### config.mk
export PLATFORM = sky130hd
export DESIGN_NAME = param_node
export DESIGN_NICKNAME = d
export VERILOG_FILES = /design/src/rtl/param_node_pkg.sv /design/src/rtl/param_node_act.sv /design/src/rtl/param_node.sv
export SDC_FILE = /design/constraint.sdc
export NUM_CORES = 2
export LEC_CHECK = 0
export ABC_AREA = 1
export BUFFER_PORTS_ARGS = -buffer_cell sky130_fd_sc_hd__buf_4
export CAP_MARGIN = 10
export CORE_MARGIN = 8
export CORE_UTILIZATION = 65
export DETAILED_ROUTE_END_ITERATION = 12
export PLACE_DENSITY = 0.83
export SLEW_MARGIN = 20
export SYNTH_ARGS = -nofsm -noshare
export SYNTH_HDL_FRONTEND = slang
export SYNTH_SLANG_ARGS = --single-unit
### constraint.sdc
create_clock -name clk -period 16.1 [get_ports clk]
set_input_delay 3.22 -clock clk [delete_from_list [all_inputs] [get_ports clk]]
set_output_delay 3.22 -clock clk [all_outputs]
set_load 0.05 [all_outputs]
### src/rtl/param_node_pkg.sv
// Shared fixed-point format, activation codes and FSM state type for the
// sequential neural-network node family.
package param_node_pkg;

  localparam int N = 32;
  localparam int F = 24;
  localparam int I = 8;

  typedef enum logic [1:0] {
    ACT_RELU = 2'd0,
    ACT_LIN  = 2'd1,
    ACT_ID   = 2'd2,
    ACT_HSIG = 2'd3
  } act_e;

  typedef enum logic [1:0] {
    ST_IDLE = 2'd0,
    ST_MAC  = 2'd1,
    ST_ACT  = 2'd2,
    ST_DONE = 2'd3
  } state_e;

  localparam logic signed [N-1:0] ONE      = N'(1 << F);
  localparam logic signed [N-1:0] HALF     = N'(1 << (F - 1));
  localparam logic signed [N-1:0] TWO      = N'(2 << F);
  localparam logic signed [N-1:0] TWO_HALF = N'(5 << (F - 1));
  localparam logic signed [N-1:0] SAT_MAX  = {1'b0, {(N-1){1'b1}}};
  localparam logic signed [N-1:0] SAT_MIN  = {1'b1, {(N-1){1'b0}}};

endpackage

### src/rtl/param_node_act.sv
// Combinational activation stage: maps a Q(I).(F) pre-activation value to
// the selected activation output. Shared by other node variants.
module node_act
  import param_node_pkg::*;
(
  input  logic [1:0]          i_act_sel,
  input  logic signed [N-1:0] i_z,
  output logic signed [N-1:0] o_y
);

  always_comb begin
    o_y = i_z;
    case (i_act_sel)
      ACT_RELU: begin
        if (i_z < 0) o_y = '0;
      end
      ACT_LIN: begin
        if (i_z >= TWO)    o_y = ONE;
        else if (i_z <= 0) o_y = '0;
        else               o_y = i_z >>> 1;
      end
      ACT_HSIG: begin
        if (i_z >= TWO_HALF)       o_y = ONE;
        else if (i_z <= -TWO_HALF) o_y = '0;
        else                       o_y = HALF + (i_z >>> 2);
      end
      default: o_y = i_z;
    endcase
  end

endmodule

### src/rtl/param_node.sv
// Sequential neural-network node: y = act(sum(x[j]*w[j]) + b), SX products
// time-multiplexed over LANES multipliers, with valid/ready on both sides.
module param_node
  import param_node_pkg::*;
#(
  parameter int SX    = 2,
  parameter int LANES = 1,
  parameter int SAT   = 1
) (
  input  logic              clk,
  input  logic              rst_n,
  input  logic              in_valid,
  output logic              in_ready,
  input  logic [N*SX-1:0]   nx,
  input  logic [N*SX-1:0]   nw,
  input  logic [N-1:0]      b,
  input  logic [1:0]        act_sel,
  output logic              out_valid,
  input  logic              out_ready,
  output logic [N-1:0]      y,
  output logic [N-1:0]      z,
  output logic              ovf
);

  // state | meaning
  // IDLE  | waiting for an input transaction
  // MAC   | accumulating one LANES-wide chunk per cycle
  // ACT   | rounding/saturation and activation, result registered
  // DONE  | result presented until out_ready

  localparam int K  = (SX + LANES - 1) / LANES;
  localparam int PW = N * LANES * K;
  localparam int AW = 2*N + $clog2(SX + 1);
  localparam int CW = (K > 1) ? $clog2(K) : 1;
  localparam int ZH = 2*F + I;

  state_e                r_state, w_state_nxt;
  logic [PW-1:0]         r_x, r_w;
  logic [CW-1:0]         r_cnt;
  logic [1:0]            r_act_sel;
  logic signed [AW-1:0]  r_acc, w_mac_sum;
  logic signed [2*N-1:0] w_prod [LANES];
  logic [N-1:0]          r_y, r_z;
  logic                  r_ovf;
  logic                  w_accept, w_ovf;
  logic [AW-ZH:0]        w_hi;
  logic signed [N-1:0]   w_z, w_y;

  assign w_accept = (r_state == ST_IDLE) && in_valid;

  always_ff @(posedge clk or negedge rst_n) begin
    if (!rst_n) r_state <= ST_IDLE;
    else        r_state <= w_state_nxt;
  end

  always_comb begin
    w_state_nxt = r_state;
    case (r_state)
      ST_IDLE: if (in_valid) w_state_nxt = ST_MAC;
      ST_MAC:  if (r_cnt == '0) w_state_nxt = ST_ACT;
      ST_ACT:  w_state_nxt = ST_DONE;
      ST_DONE: if (out_ready) w_state_nxt = ST_IDLE;
      default: w_state_nxt = ST_IDLE;
    endcase
  end

  // Operands are zero-padded to K full chunks so unused lanes multiply by 0.
  always_comb begin
    for (int l = 0; l < LANES; l++) begin
      w_prod[l] = $signed(r_x[l*N +: N]) * $signed(r_w[l*N +: N]);
    end
  end

  always_comb begin
    w_mac_sum = r_acc;
    for (int l = 0; l < LANES; l++) begin
      w_mac_sum = w_mac_sum + AW'(w_prod[l]);
    end
  end

  // Result fits N bits only if everything above the kept window is sign extension.
  assign w_hi  = r_acc[AW-1:ZH-1];
  assign w_ovf = !((&w_hi) || !(|w_hi));

  always_comb begin
    w_z = r_acc[ZH-1:F];
    if ((SAT != 0) && w_ovf) w_z = r_acc[AW-1] ? SAT_MIN : SAT_MAX;
  end

  node_act u_act (
    .i_act_sel (r_act_sel),
    .i_z       (w_z),
    .o_y       (w_y)
  );

  always_ff @(posedge clk or negedge rst_n) begin
    if (!rst_n) begin
      r_x       <= '0;
      r_w       <= '0;
      r_cnt     <= '0;
      r_act_sel <= '0;
      r_acc     <= '0;
      r_y       <= '0;
      r_z       <= '0;
      r_ovf     <= 1'b0;
    end else if (w_accept) begin
      r_x       <= PW'(nx);
      r_w       <= PW'(nw);
      r_act_sel <= act_sel;
      r_acc     <= {{(AW-N-F){b[N-1]}}, b, {F{1'b0}}};
      r_cnt     <= CW'(K - 1);
    end else if (r_state == ST_MAC) begin
      r_acc <= w_mac_sum;
      r_x   <= r_x >> (N*LANES);
      r_w   <= r_w >> (N*LANES);
      r_cnt <= r_cnt - CW'(1);
    end else if (r_state == ST_ACT) begin
      r_z   <= w_z;
      r_y   <= w_y;
      r_ovf <= w_ovf;
    end
  end

  assign in_ready  = (r_state == ST_IDLE);
  assign out_valid = (r_state == ST_DONE);
  assign y         = r_y;
  assign z         = r_z;
  assign ovf       = r_ovf;

endmodule

Yosys cells after proc, flatten, opt, wreduce, memory -nomap -nowiden
Cells that the tools add are included.
{"block": "word_totals", "register_bits": 264, "elab_cells": 59, "output_inout_bits": 67, "inputBits": 166}
{"block": "classes", "n_bitwise": 2, "eq_ne": 8, "n_mul": 1, "magnitude_cmp": 5, "mux": 20, "reduce_logical": 11, "add_sub_neg": 3}
{"cell": "$mux W64", "count": 4}
{"cell": "$mux W32", "count": 7}
{"cell": "$mux W66", "count": 2}
{"cell": "$pmux W32 S3", "count": 1}
{"cell": "$add A66 B64 Y66", "count": 1}
{"cell": "$ge A32 B27 Y1 const B", "count": 2}
{"cell": "$mul A32 B32 Y64", "count": 1}
{"cell": "$le A32 B1 Y1 const B", "count": 1}
{"cell": "$le A32 B27 Y1 const B", "count": 1}
{"cell": "$lt A32 B1 Y1 const B", "count": 1}
{"cell": "$add A25 B30 Y31 const A", "count": 1}
{"cell": "$reduce_and A11 Y1", "count": 1}
{"cell": "$reduce_or A11 Y1", "count": 1}
{"cell": "$pmux W2 S4", "count": 1}
{"cell": "$eq A2 B2 Y1 const B", "count": 3}
{"cell": "$mux W2", "count": 3}
{"cell": "$reduce_and A3 Y1", "count": 2}
{"cell": "$eq A2 B1 Y1 const B", "count": 2}
{"cell": "$logic_not A2 Y1", "count": 2}
{"cell": "$ne A2 B2 Y1 const B", "count": 2}
{"cell": "$logic_not A1 Y1", "count": 2}
{"cell": "$mux W1", "count": 2}
{"cell": "$ne A2 B1 Y1 const B", "count": 1}
{"cell": "$not A1 Y1", "count": 2}
{"cell": "4 further kinds", "count": 4}

Depth between registers and ports, before layout
{"block": "depth", "ltp_word": 8, "mapped_depth": 36, "depth_no_buf": 34}

Modules after synthesis
A second synthesis with hierarchy kept.
{"block": "hier_totals", "hier_cells": 7181, "hier_area_um2": 56132.6}
{"module": "param_node", "area_per_inst_um2": 54631.1, "cells_per_inst": 6858, "n_inst": 1, "seq_area_each_um2": 6606.3}
{"module": "node_act", "area_per_inst_um2": 1501.4, "cells_per_inst": 323, "n_inst": 1, "seq_area_each_um2": 0.0}

Worst setup path after synthesis
No wires, ideal clock.
{"block": "synth_path", "path_type": "reg-to-reg", "from": "reg r_x[31]", "to": "reg r_acc[48]", "setup_ns": 0.083, "period_less_slack_ns": 8.095, "t_required_ns": 16.017, "slack_ns": 8.005, "t_arrival_ns": 8.012, "path_stages_with_launch": 29, "path_buffers": 2, "cell_sequence": "dfrtp_1 > clkbuf_1 > clkbuf_1 > nand2_1 > fa_1 > inv_1 > fa_1 > fa_1 > inv_1 > fa_1 > inv_1 > fa_1 > fa_1 > fa_1 > inv_1 > fa_1 > inv_1 > ha_1 > a21oi_1 > nor2_1 > nor2_1 > o21ai_0 > a21oi_1 > nand3_1 > a21o_1 > or2_2 > nand2_1 > nor2_1 > o22ai_1"}
{"block": "synth_between", "elab_chain_len": 4}
{"item": "start: declaration", "line": "param_node.sv:38", "text": "logic [PW-1:0] r_x, r_w;"}
{"item": "start signal: assignment", "line": "param_node.sv:107", "text": "r_x <= PW'(nx);"}
{"item": "start signal: assignment", "line": "param_node.sv:114", "text": "r_x <= r_x >> (N*LANES);"}
{"item": "$mul A32 B32 Y64", "line": "param_node.sv:70", "text": "w_prod[l] = $signed(r_x[l*N +: N]) * $signed(r_w[l*N +: N]);"}
{"item": "$add A66 B64 Y66", "line": "param_node.sv:77", "text": "w_mac_sum = w_mac_sum + AW'(w_prod[l]);"}
{"item": "$mux W66", "line": "param_node.sv:112", "text": "end else if (r_state == ST_MAC) begin"}
{"item": "$mux W66", "line": "param_node.sv:106", "text": "end else if (w_accept) begin"}
{"item": "end signal: assignment", "line": "param_node.sv:110", "text": "r_acc <= {{(AW-N-F){b[N-1]}}, b, {F{1'b0}}};"}
{"item": "end signal: assignment", "line": "param_node.sv:113", "text": "r_acc <= w_mac_sum;"}
{"item": "end: declaration", "line": "param_node.sv:41", "text": "logic signed [AW-1:0] r_acc, w_mac_sum;"}
No other way between the ends. The select of a mux whose other input is x is not followed.
A chain may end at the register's enable or synchronous reset.

Final worst setup path
{"block": "layout_path", "from": "reg r_x[31]", "to": "reg r_acc[56]"}
Same word-level chain as after synthesis.

==> flow_metrics.env <==
export IMPL_status="finished, final reports clean"
export IMPL_fin_ws_ns=7.57
export IMPL_port_buffers=232
export IMPL_pre_cts_ws_ns=7.68
export IMPL_synth_cells=6745
export IMPL_cts_sinks=264
export IMPL_critPathMaxFanout=34
export IMPL_rsz0062_at_grt="false"
export IMPL_ys_types=50
export IMPL_startpoint_type="flip-flop"
export IMPL_coreArea_mm2=0.0836
export IMPL_rr_worst_depth=27
export IMPL_worstPathRequired_ns=16.59
export IMPL_hpwlAfterDp_um=132000
export IMPL_avgSynthCellArea_um2=8.12
export IMPL_post_cts_buffers=0
export IMPL_critPathArrivalTime_ns=9.02
export IMPL_final_layout_size_suffix_gt1_share_pct=6.40
export IMPL_setup_worst_path_end_class="flip-flop"
export IMPL_grt_pass1_wl_um=261000
export IMPL_clockBufferDepth=3
export IMPL_dr_total_vias=44600
export IMPL_grt_pass1_vias=48700
export IMPL_yosys_warnings=0
export IMPL_h_tree_depth=1
export IMPL_synth_top_area_cell="fa_1"
export IMPL_synth_area_top_cells="fa_1 45%, inv_1 13%, dfrtp_1 12%"
export IMPL_cts_buffers=31
export IMPL_fp_dieW_um=306
export IMPL_finalHoldViolCount=0
export IMPL_maxCapViolCount=0
export IMPL_finClkSkew_ns=0.0162
export IMPL_fin_tns_setup_ns=0
export IMPL_num_rows=106
export IMPL_routed_wl_um=163000
export IMPL_path_clk_slew_ns=0.07
export IMPL_grt_total_usage_pct=35.3
export IMPL_path_class="reg2reg"
export IMPL_ys_async_sr_fraction_pct=100
export IMPL_cts_tree="built"
export IMPL_post_synth_top_count_cell="inv_1"
export IMPL_timing_hold_worst_class="reg2reg"
export IMPL_post_route_min_period_ns=8.53
export IMPL_antenna_found_initial=2
export IMPL_final_cells=7842
export IMPL_drt_first_pass_iters=7
export IMPL_drt_iter0_markers=3887
export IMPL_synth_top_cell_area_share_pct=45.1
export IMPL_via_per_inst=5.68
export IMPL_root_buffer="clkbuf_16"
export IMPL_worstSkewPairLatency_ns=0.62
export IMPL_final_antenna_net_count=0
export IMPL_netlist_area_mm2=0.0548
export IMPL_fin_crit_sh_pct=53.0
export IMPL_dieArea_mm2=0.0938
export IMPL_fmax_mhz=117
export IMPL_area_growth_pct=6.34
export IMPL_pin_count=233
export IMPL_layout_nets=8366
export IMPL_worst_pin_slew_ns=1.16
export IMPL_num_fill_cells=6392
export IMPL_diodes=0
export IMPL_overflow=0
export IMPL_syn_nets=8373
export IMPL_slew_violations=0
export IMPL_hold_depth=2
export IMPL_die_y_um=306
export IMPL_synth_main_ff_cell="dfrtp_1"
export IMPL_synth_seq_area_share_pct=12.1
export IMPL_grt_start_max_net_pins=98
export IMPL_relSlewSlack_pct=22.6
export IMPL_synth_edff_count=0
export IMPL_ys_ff_latch=264
export IMPL_finalWeightedCongestion=1.01
export IMPL_start_util_pct=65.5
export IMPL_drc=0
export IMPL_synth_common_cells="1960 x inv_1, 1668 x nand2_1, 1233 x fa_1, 327 x clkbuf_1, 281 x nor2_1"
export IMPL_setup_viol=0
export IMPL_dpl_cell_count=7785
export IMPL_postCtsResizedCells=0
export IMPL_wl_per_cell_um=20.7
export IMPL_cts_hold_buf=0
cells in the final DEF (no fill, tap or decap), types with 5 or more instances in the layout:
| cell type | instances |
|---|---|
| a21o_1 | 10 |
| inv_2 | 9 |
| nor2_2 | 5 |
| clkbuf_16 | 31 |
| nand2_2 | 14 |
| nor4_1 | 8 |
| ha_1 | 229 |
| or2_2 | 9 |
| dfrtp_1 | 252 |
| nand2_1 | 1666 |
| a31oi_1 | 14 |
| a22o_1 | 16 |
| buf_4 | 310 |
| xnor2_1 | 15 |
| o21bai_1 | 16 |
| nand4_1 | 61 |
| nor3_1 | 16 |
| inv_1 | 1958 |
| nand3_1 | 96 |
| clkbuf_8 | 9 |
| o22ai_1 | 29 |
| o221ai_1 | 6 |
| xor2_1 | 21 |
| bufinv_16 | 5 |
| fa_1 | 1232 |
| nor2_4 | 6 |
| o21ai_0 | 204 |
| nor2_1 | 279 |
| a21oi_1 | 112 |
| dfrtp_2 | 12 |
| o211ai_1 | 61 |
flip-flops by register name (all words and copies together) (netlist names):
register / cells
r_act_sel: 2
r_w: 64
r_state: 2
r_cnt: 1
r_x: 64
r_acc: 66
ovf: 1
y: 32
z: 32
worst max-delay path: stages (launching register included):
cell,delay [ns]
dfrtp_1,0.32
buf_4,0.38
nand2_2,0.76
fa_1,0.78
fa_1,0.54
inv_1,0.05
fa_1,0.50
inv_1,0.07
fa_1,0.53
inv_1,0.06
fa_1,0.48
fa_1,0.50
fa_1,0.49
inv_1,0.05
fa_1,0.49
inv_1,0.05
ha_1,0.39
a21oi_1,0.26
nor2_1,0.07
nor2_1,0.18
o21ai_0,0.21
a21oi_1,0.20
nand3_1,0.20
a21o_1,0.26
nand2_1,0.09
nand2_1,0.07
xnor2_1,0.30
o21bai_1,0.09
cell type report:
type                       count  area (um2)  share of cell area (%)
clock buffer                  44         915                    1.57
clock inverter                13         220                   0.378
inverter                    1969        7400                    12.7
multi-input combinational   4161       39400                    67.6
sequential                   264        6620                    11.4
tap                         1080        1350                    2.32
timing repair buffer         311        2340                    4.02
metrics by stage:
stage,util [%],hold WS (ns),area [um2]
floorplan,-,0.452,54800
global placement,68.3,0.465,57100
detailed placement,68.3,0.469,57100
CTS,69.7,0.480,58200
global route,69.7,0.510,58200
finish,69.7,0.476,58200
final timing paths:
| kind | to | start | slack, ns |
|---|---|---|---|
| max reg2reg | r_acc[56] | r_x[31] | 7.57 |
| min reg2reg | r_x[14] | r_x[46] | 0.48 |
| max | r_acc[56] | r_x[31] | 7.57 |
| min | r_x[14] | r_x[46] | 0.48 |
| min in group asynchronous | y[2] | rst_n | 2.65 |
| max in group asynchronous | r_x[11] | rst_n | 11.40 |
cells by family after synthesis:
logic type	count (synthesis)	synth area share [%]
AO/OA/AOI/OAI	490	5.26
AND/OR/NAND/NOR	2173	15.8
XOR/XNOR	36	0.576
adder cells (fa/ha/maj)	1462	50.3
flip-flops	264	12.1
buffers and inverters	2320	16.1
per-layer routing:
metal  up-vias  routed length (um)  track usage, %
met2      2541               79100            59.5
met4         4               11900            20.4
met3       731               15400            6.92
met5         -                  24               0
li1      19100                   -               -
met1     22200               56200            42.5
Power is not shown: default switching activity piles up to over one toggle a cycle in this logic, so the estimate is an artifact.
